`src/rtl/aes_block_tx_packer.sv`:
```
// aes_block_tx_packer
//   Feeds one AES result block into the I2C slave TX FIFO. The block is
//   accepted over a valid/ready handshake. An optional header byte goes out
//   first, then the block bytes follow, most significant byte first. At most
//   one byte is pushed per cycle, and a byte is only pushed while the FIFO is
//   not full, so no byte is ever lost.
//
// Ports
//   clk          system clock
//   n_rst        asynchronous active-low reset
//   block_valid  upstream block available
//   block_data   block payload, top byte sent first
//   block_ready  packer is idle and captures block_data on this edge
//   fifo_full    TX FIFO full flag
//   write_enable push write_data into the TX FIFO this cycle
//   write_data   byte presented to the TX FIFO (0 while idle)
//   busy         a block is captured and not yet fully pushed
//   block_done   one-cycle pulse in the first idle cycle after a block
module aes_block_tx_packer #(
    parameter int         SEND_HEADER = 1,
    parameter logic [7:0] HEADER_BYTE = 8'hA5,
    parameter int         NUM_BYTES   = 16
) (
    input  logic                   clk,
    input  logic                   n_rst,
    input  logic                   block_valid,
    input  logic [8*NUM_BYTES-1:0] block_data,
    output logic                   block_ready,
    input  logic                   fifo_full,
    output logic                   write_enable,
    output logic [7:0]             write_data,
    output logic                   busy,
    output logic                   block_done
);

    localparam int BLOCK_W = 8 * NUM_BYTES;
    localparam int CNT_W   = (NUM_BYTES > 1) ? $clog2(NUM_BYTES) : 1;
    localparam logic [CNT_W-1:0] LAST_IDX = CNT_W'(NUM_BYTES - 1);

    typedef enum logic [1:0] {
        IDLE   = 2'd0,
        HEADER = 2'd1,
        SEND   = 2'd2
    } state_t;

    state_t             state;
    logic [CNT_W-1:0]   byte_cnt;
    logic [BLOCK_W-1:0] shift_reg;

    // All handshake outputs decode directly from the state register, so
    // block_valid never reaches write_enable combinationally. Only fifo_full
    // gates the push in the same cycle, which keeps full-FIFO writes impossible.
    assign busy         = (state != IDLE);
    assign block_ready  = (state == IDLE);
    assign write_enable = ((state == HEADER) || (state == SEND)) && !fifo_full;

    always_comb begin
        write_data = 8'h00;
        case (state)
            HEADER:  write_data = HEADER_BYTE;
            SEND:    write_data = shift_reg[BLOCK_W-1 -: 8];
            default: write_data = 8'h00;
        endcase
    end

    always_ff @(posedge clk or negedge n_rst) begin
        if (!n_rst) begin
            state      <= IDLE;
            byte_cnt   <= '0;
            shift_reg  <= '0;
            block_done <= 1'b0;
        end else begin
            block_done <= 1'b0;
            case (state)
                IDLE: begin
                    if (block_valid) begin
                        shift_reg <= block_data;
                        byte_cnt  <= '0;
                        state     <= (SEND_HEADER != 0) ? HEADER : SEND;
                    end
                end
                HEADER: begin
                    if (!fifo_full) begin
                        state <= SEND;
                    end
                end
                SEND: begin
                    // A stalled cycle leaves counter and shift register
                    // untouched, so the same byte stays on write_data.
                    if (!fifo_full) begin
                        shift_reg <= shift_reg << 8;
                        if (byte_cnt == LAST_IDX) begin
                            byte_cnt   <= '0;
                            state      <= IDLE;
                            block_done <= 1'b1;
                        end else begin
                            byte_cnt <= byte_cnt + CNT_W'(1);
                        end
                    end
                end
                default: begin
                    state <= IDLE;
                end
            endcase
        end
    end

endmodule

```
`config.mk`:
```
export PLATFORM = sky130hd
export DESIGN_NAME = aes_block_tx_packer
export DESIGN_NICKNAME = d
export VERILOG_FILES = /design/src/rtl/aes_block_tx_packer.sv
export SDC_FILE = /design/constraint.sdc
export NUM_CORES = 1
export LEC_CHECK = 0
export CAP_MARGIN = 25
export CORE_ASPECT_RATIO = 0.9
export CORE_MARGIN = 4
export CORE_UTILIZATION = 56
export CTS_CLUSTER_SIZE = 24
export DETAILED_ROUTE_END_ITERATION = 8
export HOLD_SLACK_MARGIN = 0.02
export PLACE_DENSITY = 0.95
export SYNTH_ARGS = -nofsm -noshare
export SYNTH_HDL_FRONTEND = slang
export SYNTH_SLANG_ARGS = --single-unit
export TNS_END_PERCENT = 10
```
`constraint.sdc`:
```
create_clock -name clk -period 5.6 [get_ports clk]
set_input_delay 1.12 -clock clk [delete_from_list [all_inputs] [get_ports clk]]
set_output_delay 1.12 -clock clk [all_outputs]
set_load 0.005 [all_outputs]
```
==> summary.md, run 1 <==
| Metric | Value |
|---|---|
| Length in cells of the worst reg-to-reg path | `7` |
| First-pass GRT wire length | `24.70 mm` |
| Number of placement rows | `39` |
| TritonCTS buffer count | `17` |
| Synth Area in XOR/XNOR | `0%` |
| Number of flip-flops under the largest register name | `128` |
| Detailed placer's ending HPWL | `10.51 mm` |
| Weighted congestion reported at the end of routability-driven placement | `0.7959` |
| Initial standard-cell utilization of the core | `57.40%` |
| CTS H-tree lvls | `4` |
| Maximum number of buffers from clock root to sink | `2` |
| Largest net degree at the start of global routing | `82` |
| Count of unresolved DRC violations after routing | `0` |
| Global routing usage summed across all routing layers | `21.53%` |
| Synthesis warning total | `0` |
| PortBufs | `143` |
| Hold Violations, Final | `0` |
| Die Footprint | `14,950 um^2` |
| Multiplexer area fraction after synthesis | `42.55%` |
| Post-Synth Simple-Gate Area | `3.183%` |
| Static Leakage | `3.972 nW` |
| Worst setup path start | `state[0]` |
| End of the worst register-to-register path | `shift_reg[61]` |
| Most instantiated flip-flop cell in the synthesis netlist | `sky130_fd_sc_hd__dfrtp_1` |
| Period minus WS final | `3.836 ns` |
| Number of hold-repair buffers added at the cts stage | `0` |
| Core area | `12,740 um^2` |
| Cells after Synth | `480` |
| # Max-Cap Violations | `0` |
| Number of global-route vias before repair | `4,692` |
| Number of antenna violations at the first check in global routing | `0` |
| Compound-cell area share of the yosys netlist | `1.609%` |
| Post-cts repair resize count | `0` |
| Aggregate routed wire length | `15.80 mm` |
| Cell chosen for the clock root | `sky130_fd_sc_hd__clkbuf_16` |
| Summed negative setup slack over all endpoints | `0 ns` |
| Total of endpoints with negative setup slack in the final report | `0` |
| Vertical die dimension | `116.4 um` |
| TritonCTS clock tree | `done` |
| Drt first pass iters | `4` |
| Synthesized netlist net count | `618` |
| Antenna cells | `0` |
| Minimum setup slack after placement | `1.973 ns` |
| Required time worst endpoint | `4.48 ns` |
| Signal arrival time at the worst endpoint | `2.72 ns` |
| Fraction of layout instances using a drive strength above 1 | `43.36%` |
| Start of the worst register-to-register path | `state[0]` |
| Source-to-sink clock delay at the later pin of the worst-skew pair | `0.42 ns` |
| Final count of pins violating max slew | `0` |
| Highest ir drop seen on vdd | `0.4036 mV` |
| Min-delay worst type | `reg2reg` |
| Number of enable-type register cells in the synthesized netlist | `0` |
| Post-synthesis register bit count | `135` |
| Worst reg2reg setup slack | `1.93 ns` |
| Setup bufs post-CTS | `0` |
| Relative slew slack | `30.94%` |
| Tcrit/Tclk final | `68.50%` |
| Avg Synthesized Cell Area | `15.23 um^2` |
| Outcome | `complete, no violations` |
| Peak Freq | `260.7 MHz` |
| Count of distinct cell types in the synthesized netlist | `33` |
| Growth of design area from synthesis to finish | `26.37%` |
| Detail-routed via count per cell | `5.515` |
| Initial detailed-routing violation count | `363` |
| Worst Tran Pin Value | `1.036 ns` |
| Worst setup path class | `reg2out` |
| DIE WIDTH | `128.4 um` |
| I/O pin total | `144` |
| P per Cell Area | `592.2 nW/um^2` |
| Layout Skew | `0.006361 ns` |
| Post-layout worst setup margin | `1.764 ns` |
| Largest family of logic cells by synthesized area | `multiplexers` |
| Global route overflow | `0` |
| Total standard cell area after synthesis | `7311 um^2` |
| Fraction of the mapped netlist area in adder cells | `1.027%` |
| Share of flip-flops with an asynchronous set or reset | `100.0%` |
| Number of fill cells | `821` |
| Clock net sink count | `135` |
| Routed wirelength normalized by instance count | `20.03 um` |
| Clock-pin slew on the worst setup and hold paths | `0.05 ns` |
| Total number of vias | `4,351` |
| Critical path peak fanout | `75` |
| Final layout net count | `752` |
| CP endpoint | `write_data[5]` |
| Setup repair after global routing missed its margin | `false` |
| Sequential element share of the synthesized area | `46.21%` |
| Crit start category | `register` |
| Critical Path Sink Type | `output port` |
| Remaining number of nets flagged by the antenna check after routing | `0` |
## power by group
part           switching [mW]  internal (mW)
registers               0.291           1.49
clock network           0.390          0.688
logic                   0.945           1.67
## worst min-delay path by stage
| stage | start | end | cells after the start |
|---|---|---|---|
| 6_report | shift_reg[90] | shift_reg[90] | 1 |
| 5_1_grt | shift_reg[86] | shift_reg[86] | 1 |
| 4_1_cts | shift_reg[90] | shift_reg[90] | 1 |
| 3_5_place_dp | shift_reg[92] | shift_reg[92] | 1 |
| 3_3_place_gp | shift_reg[90] | shift_reg[90] | 1 |
| 2_1_floorplan | shift_reg[86] | shift_reg[86] | 1 |
## cell usage after synthesis (all sizes together) (3+ instances only)
master | instances | area share (%)
nor2 | 3 | 0.19
mux2 | 242 | 42
inv | 12 | 0.62
dfrtp | 135 | 46
nand4b | 9 | 1.1
a21oi | 4 | 0.27
o21ai | 8 | 0.55
ha | 6 | 1.0
nor2b | 6 | 0.55
buf | 30 | 4.7
clkbuf | 3 | 0.15
and2 | 5 | 0.43
## cells by family after synthesis
group | after synthesis
AO/OA/AOI/OAI | 19
adder cells (fa/ha/maj) | 6
buffers and inverters | 45
flip-flops | 135
multiplexers | 243
AND/OR/NAND/NOR | 32
## metal layers
| metal | GRT usage (%) | share of wire (%) | up-vias |
|---|---|---|---|
| li1 | - | - | 1988 |
| met1 | 28.65 | 45 | 2190 |
| met2 | 33.43 | 47 | 142 |
| met3 | 5.670 | 6.0 | 31 |
| met4 | 9.689 | 2.6 | 0 |
| met5 | 0 | 0 | - |
## cell type report
type	count	area, um^2	share of cell area, %
Multi-Input combinational cell	300	3548	38.41
Clock buffer	28	536.8	5.810
Sequential cell	135	3378	36.57
Timing Repair Buffer	148	1490	16.13
Tap cell	164	205.2	2.221
Clock inverter	2	35.03	0.3792
Inverter	12	45.04	0.4875
## cells in the final DEF (no fill, tap or decap), types with 2 or more instances in the layout
cell                                n
sky130_fd_sc_hd__mux2_2           134
sky130_fd_sc_hd__and2_1             5
sky130_fd_sc_hd__nand4b_1           9
sky130_fd_sc_hd__buf_4              4
sky130_fd_sc_hd__nand3_1            2
sky130_fd_sc_hd__nand3b_1           2
sky130_fd_sc_hd__o21ai_0            8
sky130_fd_sc_hd__clkbuf_16         17
sky130_fd_sc_hd__ha_1               5
sky130_fd_sc_hd__nor2b_1            5
sky130_fd_sc_hd__mux2_4           100
sky130_fd_sc_hd__clkbuf_1           4
sky130_fd_sc_hd__mux2_1             8
sky130_fd_sc_hd__nor2_1             2
sky130_fd_sc_hd__dfrtp_1          135
sky130_fd_sc_hd__a21oi_1            4
sky130_fd_sc_hd__clkdlybuf4s50_1  142
sky130_fd_sc_hd__clkbuf_8           7
sky130_fd_sc_hd__inv_1             12
## stage by stage
stage	hold slack [ns]	power, mW	utilization (%)	instances	instance area, um^2
5_1_grt	0.5053	5.751	72.54	789	9239
4_1_cts	0.4889	5.486	72.33	788	9211
3_5_place_dp	0.4735	4.352	67.84	758	8640
3_3_place_gp	0.4615	4.242	67.84	758	8640
2_1_floorplan	0.4522	4.047	-	480	7311
6_report	0.4885	5.471	72.54	789	9239
## worst max-delay path: stages (launching register included)
cell                              delay [ns]
sky130_fd_sc_hd__dfrtp_1                0.41
sky130_fd_sc_hd__inv_1                  0.16
sky130_fd_sc_hd__ha_4                   0.78
sky130_fd_sc_hd__a21oi_1                0.22
sky130_fd_sc_hd__nor2b_1                0.18
sky130_fd_sc_hd__clkdlybuf4s50_1        0.52
Note: power is estimated with default switching activity, not from simulation.
==> inputs of run 2 (changes only) <==
--- a/config.mk
+++ b/config.mk
@@ -8,11 +8,11 @@
 export CAP_MARGIN = 25
 export CORE_ASPECT_RATIO = 0.9
 export CORE_MARGIN = 4
-export CORE_UTILIZATION = 56
+export CORE_UTILIZATION = 47
 export CTS_CLUSTER_SIZE = 24
 export DETAILED_ROUTE_END_ITERATION = 8
 export HOLD_SLACK_MARGIN = 0.02
-export PLACE_DENSITY = 0.95
+export PLACE_DENSITY = 0.86
 export SYNTH_ARGS = -nofsm -noshare
 export SYNTH_HDL_FRONTEND = slang
 export SYNTH_SLANG_ARGS = --single-unit
==> constraint.sdc (replaced) <==
create_clock -name clk -period 3.4 [get_ports clk]
set_input_delay 0.68 -clock clk [delete_from_list [all_inputs] [get_ports clk]]
set_output_delay 0.68 -clock clk [all_outputs]
set_load 0.005 [all_outputs]
==> run 2 against run 1 <==
Against the previous run: count of clock-buffer cells in the layout down 9; largest cell class unchanged; worst hold slack worse by 0.16 ns; via count shrank 1.4%; register-to-register slack lost 1.0 ns; sequential cell count stayed put; combinational power is 63% higher; sequential power up 65%; highest routed layer unchanged; final cell count rose by 4.8%; first-iteration DRC count decreased by 56%; clock skew is 0.00050 ns higher; core utilization is 10 points lower; largest power group unchanged.
==> summary.md, run 2 (same netlist as run 1, synthesis figures left out) <==
| Metric | Value |
|---|---|
| TritonCTS buffer count | `17` |
| Final standard cell area without fillers | `9335 um^2` |
| Total number of vias | `4,291` |
| Global routing usage summed across all routing layers | `17.69%` |
| Clock net sink count | `135` |
| Initial detailed-routing violation count | `158` |
| I/O pin total | `144` |
| Finished Core Util | `62.33%` |
| Share of power burned in the clock network | `20.7%` |
| Post-cts repair resize count | `0` |
| Critical Path Sink Type | `output port` |
| Detail-routed via count per cell | `5.189` |
| Final layout net count | `754` |
| Routed wirelength normalized by instance count | `18.70 um` |
| Portion of total power attributed to sequential cells | `32.4%` |
| P per Cell Area | `970.5 nW/um^2` |
| Crit start category | `register` |
| Final non-filler cell total | `827` |
| Core area | `14,980 um^2` |
| Static Leakage | `3.999 nW` |
| Weighted congestion reported at the end of routability-driven placement | `0.8219` |
| DIE WIDTH | `139.5 um` |
| Summed negative setup slack over all endpoints | `0 ns` |
| Hold Violations, Final | `0` |
| Internal power | `6.360 mW` |
| TritonCTS clock tree | `done` |
| Fraction of layout instances using a drive strength above 1 | `44.36%` |
| Cell chosen for the clock root | `sky130_fd_sc_hd__clkbuf_16` |
| Most common cell after layout, fill and taps aside | `sky130_fd_sc_hd__clkdlybuf4s50_1` |
| Outcome | `complete, no violations` |
| Critical path peak fanout | `34` |
| Die Footprint | `17,620 um^2` |
| Total of endpoints with negative setup slack in the final report | `0` |
| Layout Skew | `0.006864 ns` |
| Number of antenna violations at the first check in global routing | `0` |
| Highest ir drop seen on vdd | `0.7548 mV` |
| Largest net degree at the start of global routing | `95` |
| Placed insts | `795` |
| Worst Tran Pin Value | `0.8962 ns` |
| Remaining number of nets flagged by the antenna check after routing | `0` |
| Commonest non-fill, non-tap cells in the layout | `142 x sky130_fd_sc_hd__clkdlybuf4s50_1, 135 x sky130_fd_sc_hd__dfrtp_1, 134 x sky130_fd_sc_hd__mux2_2` |
| Drt first pass iters | `6` |
| Initial standard-cell utilization of the core | `48.81%` |
| Setup bufs post-CTS | `0` |
| Peak Freq | `345.2 MHz` |
| Detailed placer's ending HPWL | `10.64 mm` |
| Number of fill cells | `1,093` |
| Post-layout worst setup margin | `0.5032 ns` |
| Final count of pins violating max slew | `0` |
| Count of unresolved DRC violations after routing | `0` |
| Number of hold-repair buffers added at the cts stage | `0` |
| First-pass GRT wire length | `25.07 mm` |
| Net switching power | `2.699 mW` |
| Setup repair after global routing missed its margin | `false` |
| CTS H-tree lvls | `4` |
| Signal arrival time at the worst endpoint | `2.22 ns` |
| Relative slew slack | `40.25%` |
| Antenna cells | `0` |
| Period minus WS final | `2.897 ns` |
| PortBufs | `143` |
| Number of global-route vias before repair | `4,905` |
| Min-delay worst type | `in2async` |
| Tcrit/Tclk final | `85.20%` |
| Power share of the combinational group | `47.0%` |
| Minimum setup slack after placement | `0.6175 ns` |
| Growth of design area from synthesis to finish | `27.69%` |
| # Max-Cap Violations | `0` |
| Post-Place Cell Area | `8730 um^2` |
| Global route overflow | `0` |
| Aggregate routed wire length | `15.47 mm` |
| Number of flip-flops under the largest register name | `128` |
| Number of placement rows | `42` |
| Switch share | `29.79%` |
| Worst setup path class | `reg2out` |
| Required time worst endpoint | `2.72 ns` |
| Vertical die dimension | `126.3 um` |
| Source-to-sink clock delay at the later pin of the worst-skew pair | `0.41 ns` |
| Maximum number of buffers from clock root to sink | `2` |
| Clock-pin slew on the worst setup and hold paths | `0.06 ns` |
==> run 2: cell types whose count changed in the layout (fill, tap and decap cells not counted), moves of 2 or more <==
cell,change
sky130_fd_sc_hd__bufinv_16,+2
sky130_fd_sc_hd__buf_12,+2
sky130_fd_sc_hd__clkbuf_1,-4
sky130_fd_sc_hd__clkbuf_8,-5
sky130_fd_sc_hd__clkinv_2,+5
sky130_fd_sc_hd__clkinvlp_4,+2
==> run 2: critical path: stages, from the launching register on <==
cell and delay [ns]:
sky130_fd_sc_hd__dfrtp_1 0.41, sky130_fd_sc_hd__inv_1 0.15, sky130_fd_sc_hd__ha_4 0.42, sky130_fd_sc_hd__a21oi_1 0.15, sky130_fd_sc_hd__nor2b_1 0.15, sky130_fd_sc_hd__clkdlybuf4s50_1 0.51
==> run 2: power by group through the flow <==
stage	clock network [mW]	logic, mW	registers, mW
2_1_floorplan	0	3.94	2.73
3_3_place_gp	0	4.13	2.90
3_5_place_dp	0	4.27	2.92
4_1_cts	1.91	4.29	2.93
5_1_grt	1.98	4.54	3.01
6_report	1.87	4.26	2.93
==> run 2: cell type report <==
type                    count  area (um^2)  area share (%)
clock buffers              19        452.9           4.852
clock inverters            13        152.6           1.635
repair buffers            150         1510           16.18
inverters                  12        45.04          0.4825
multi-input cells         300         3548           38.01
well taps                 198        247.7           2.654
flip-flops and latches    135         3378           36.19
==> run 2: worst paths after layout <==
path	startpoint	to	slack, ns	depth (start not counted)
setup / recovery	state[0]	write_data[7]	0.50	5
hold / removal	n_rst	shift_reg[99]	0.33	1
setup reg to reg	state[0]	shift_reg[95]	0.89	5
hold reg to reg	shift_reg[90]	shift_reg[90]	0.49	1
max in group asynchronous	n_rst	shift_reg[62]	2.24	2
min in group clk	shift_reg[90]	shift_reg[90]	0.49	1
==> run 2: layer usage <==
metal  vias to the layer above  wire [um]  track usage [%]
met2                       112       7351            28.45
li1                       1993          -                -
met1                      2172       7172            23.61
met5                         -          0                0
met4                         0        137            5.178
met3                        14        804            4.893
==> run 2: through the flow <==
| step | total power, mW | hold WS (ns) |
|---|---|---|
| final | 9.060 | 0.3267 |
| after global routing | 9.541 | 0.4087 |
| after CTS | 9.130 | 0.3776 |
| after detailed placement | 7.191 | 0.4772 |
| after global placement | 7.028 | 0.4621 |
| after floorplan | 6.666 | 0.3844 |
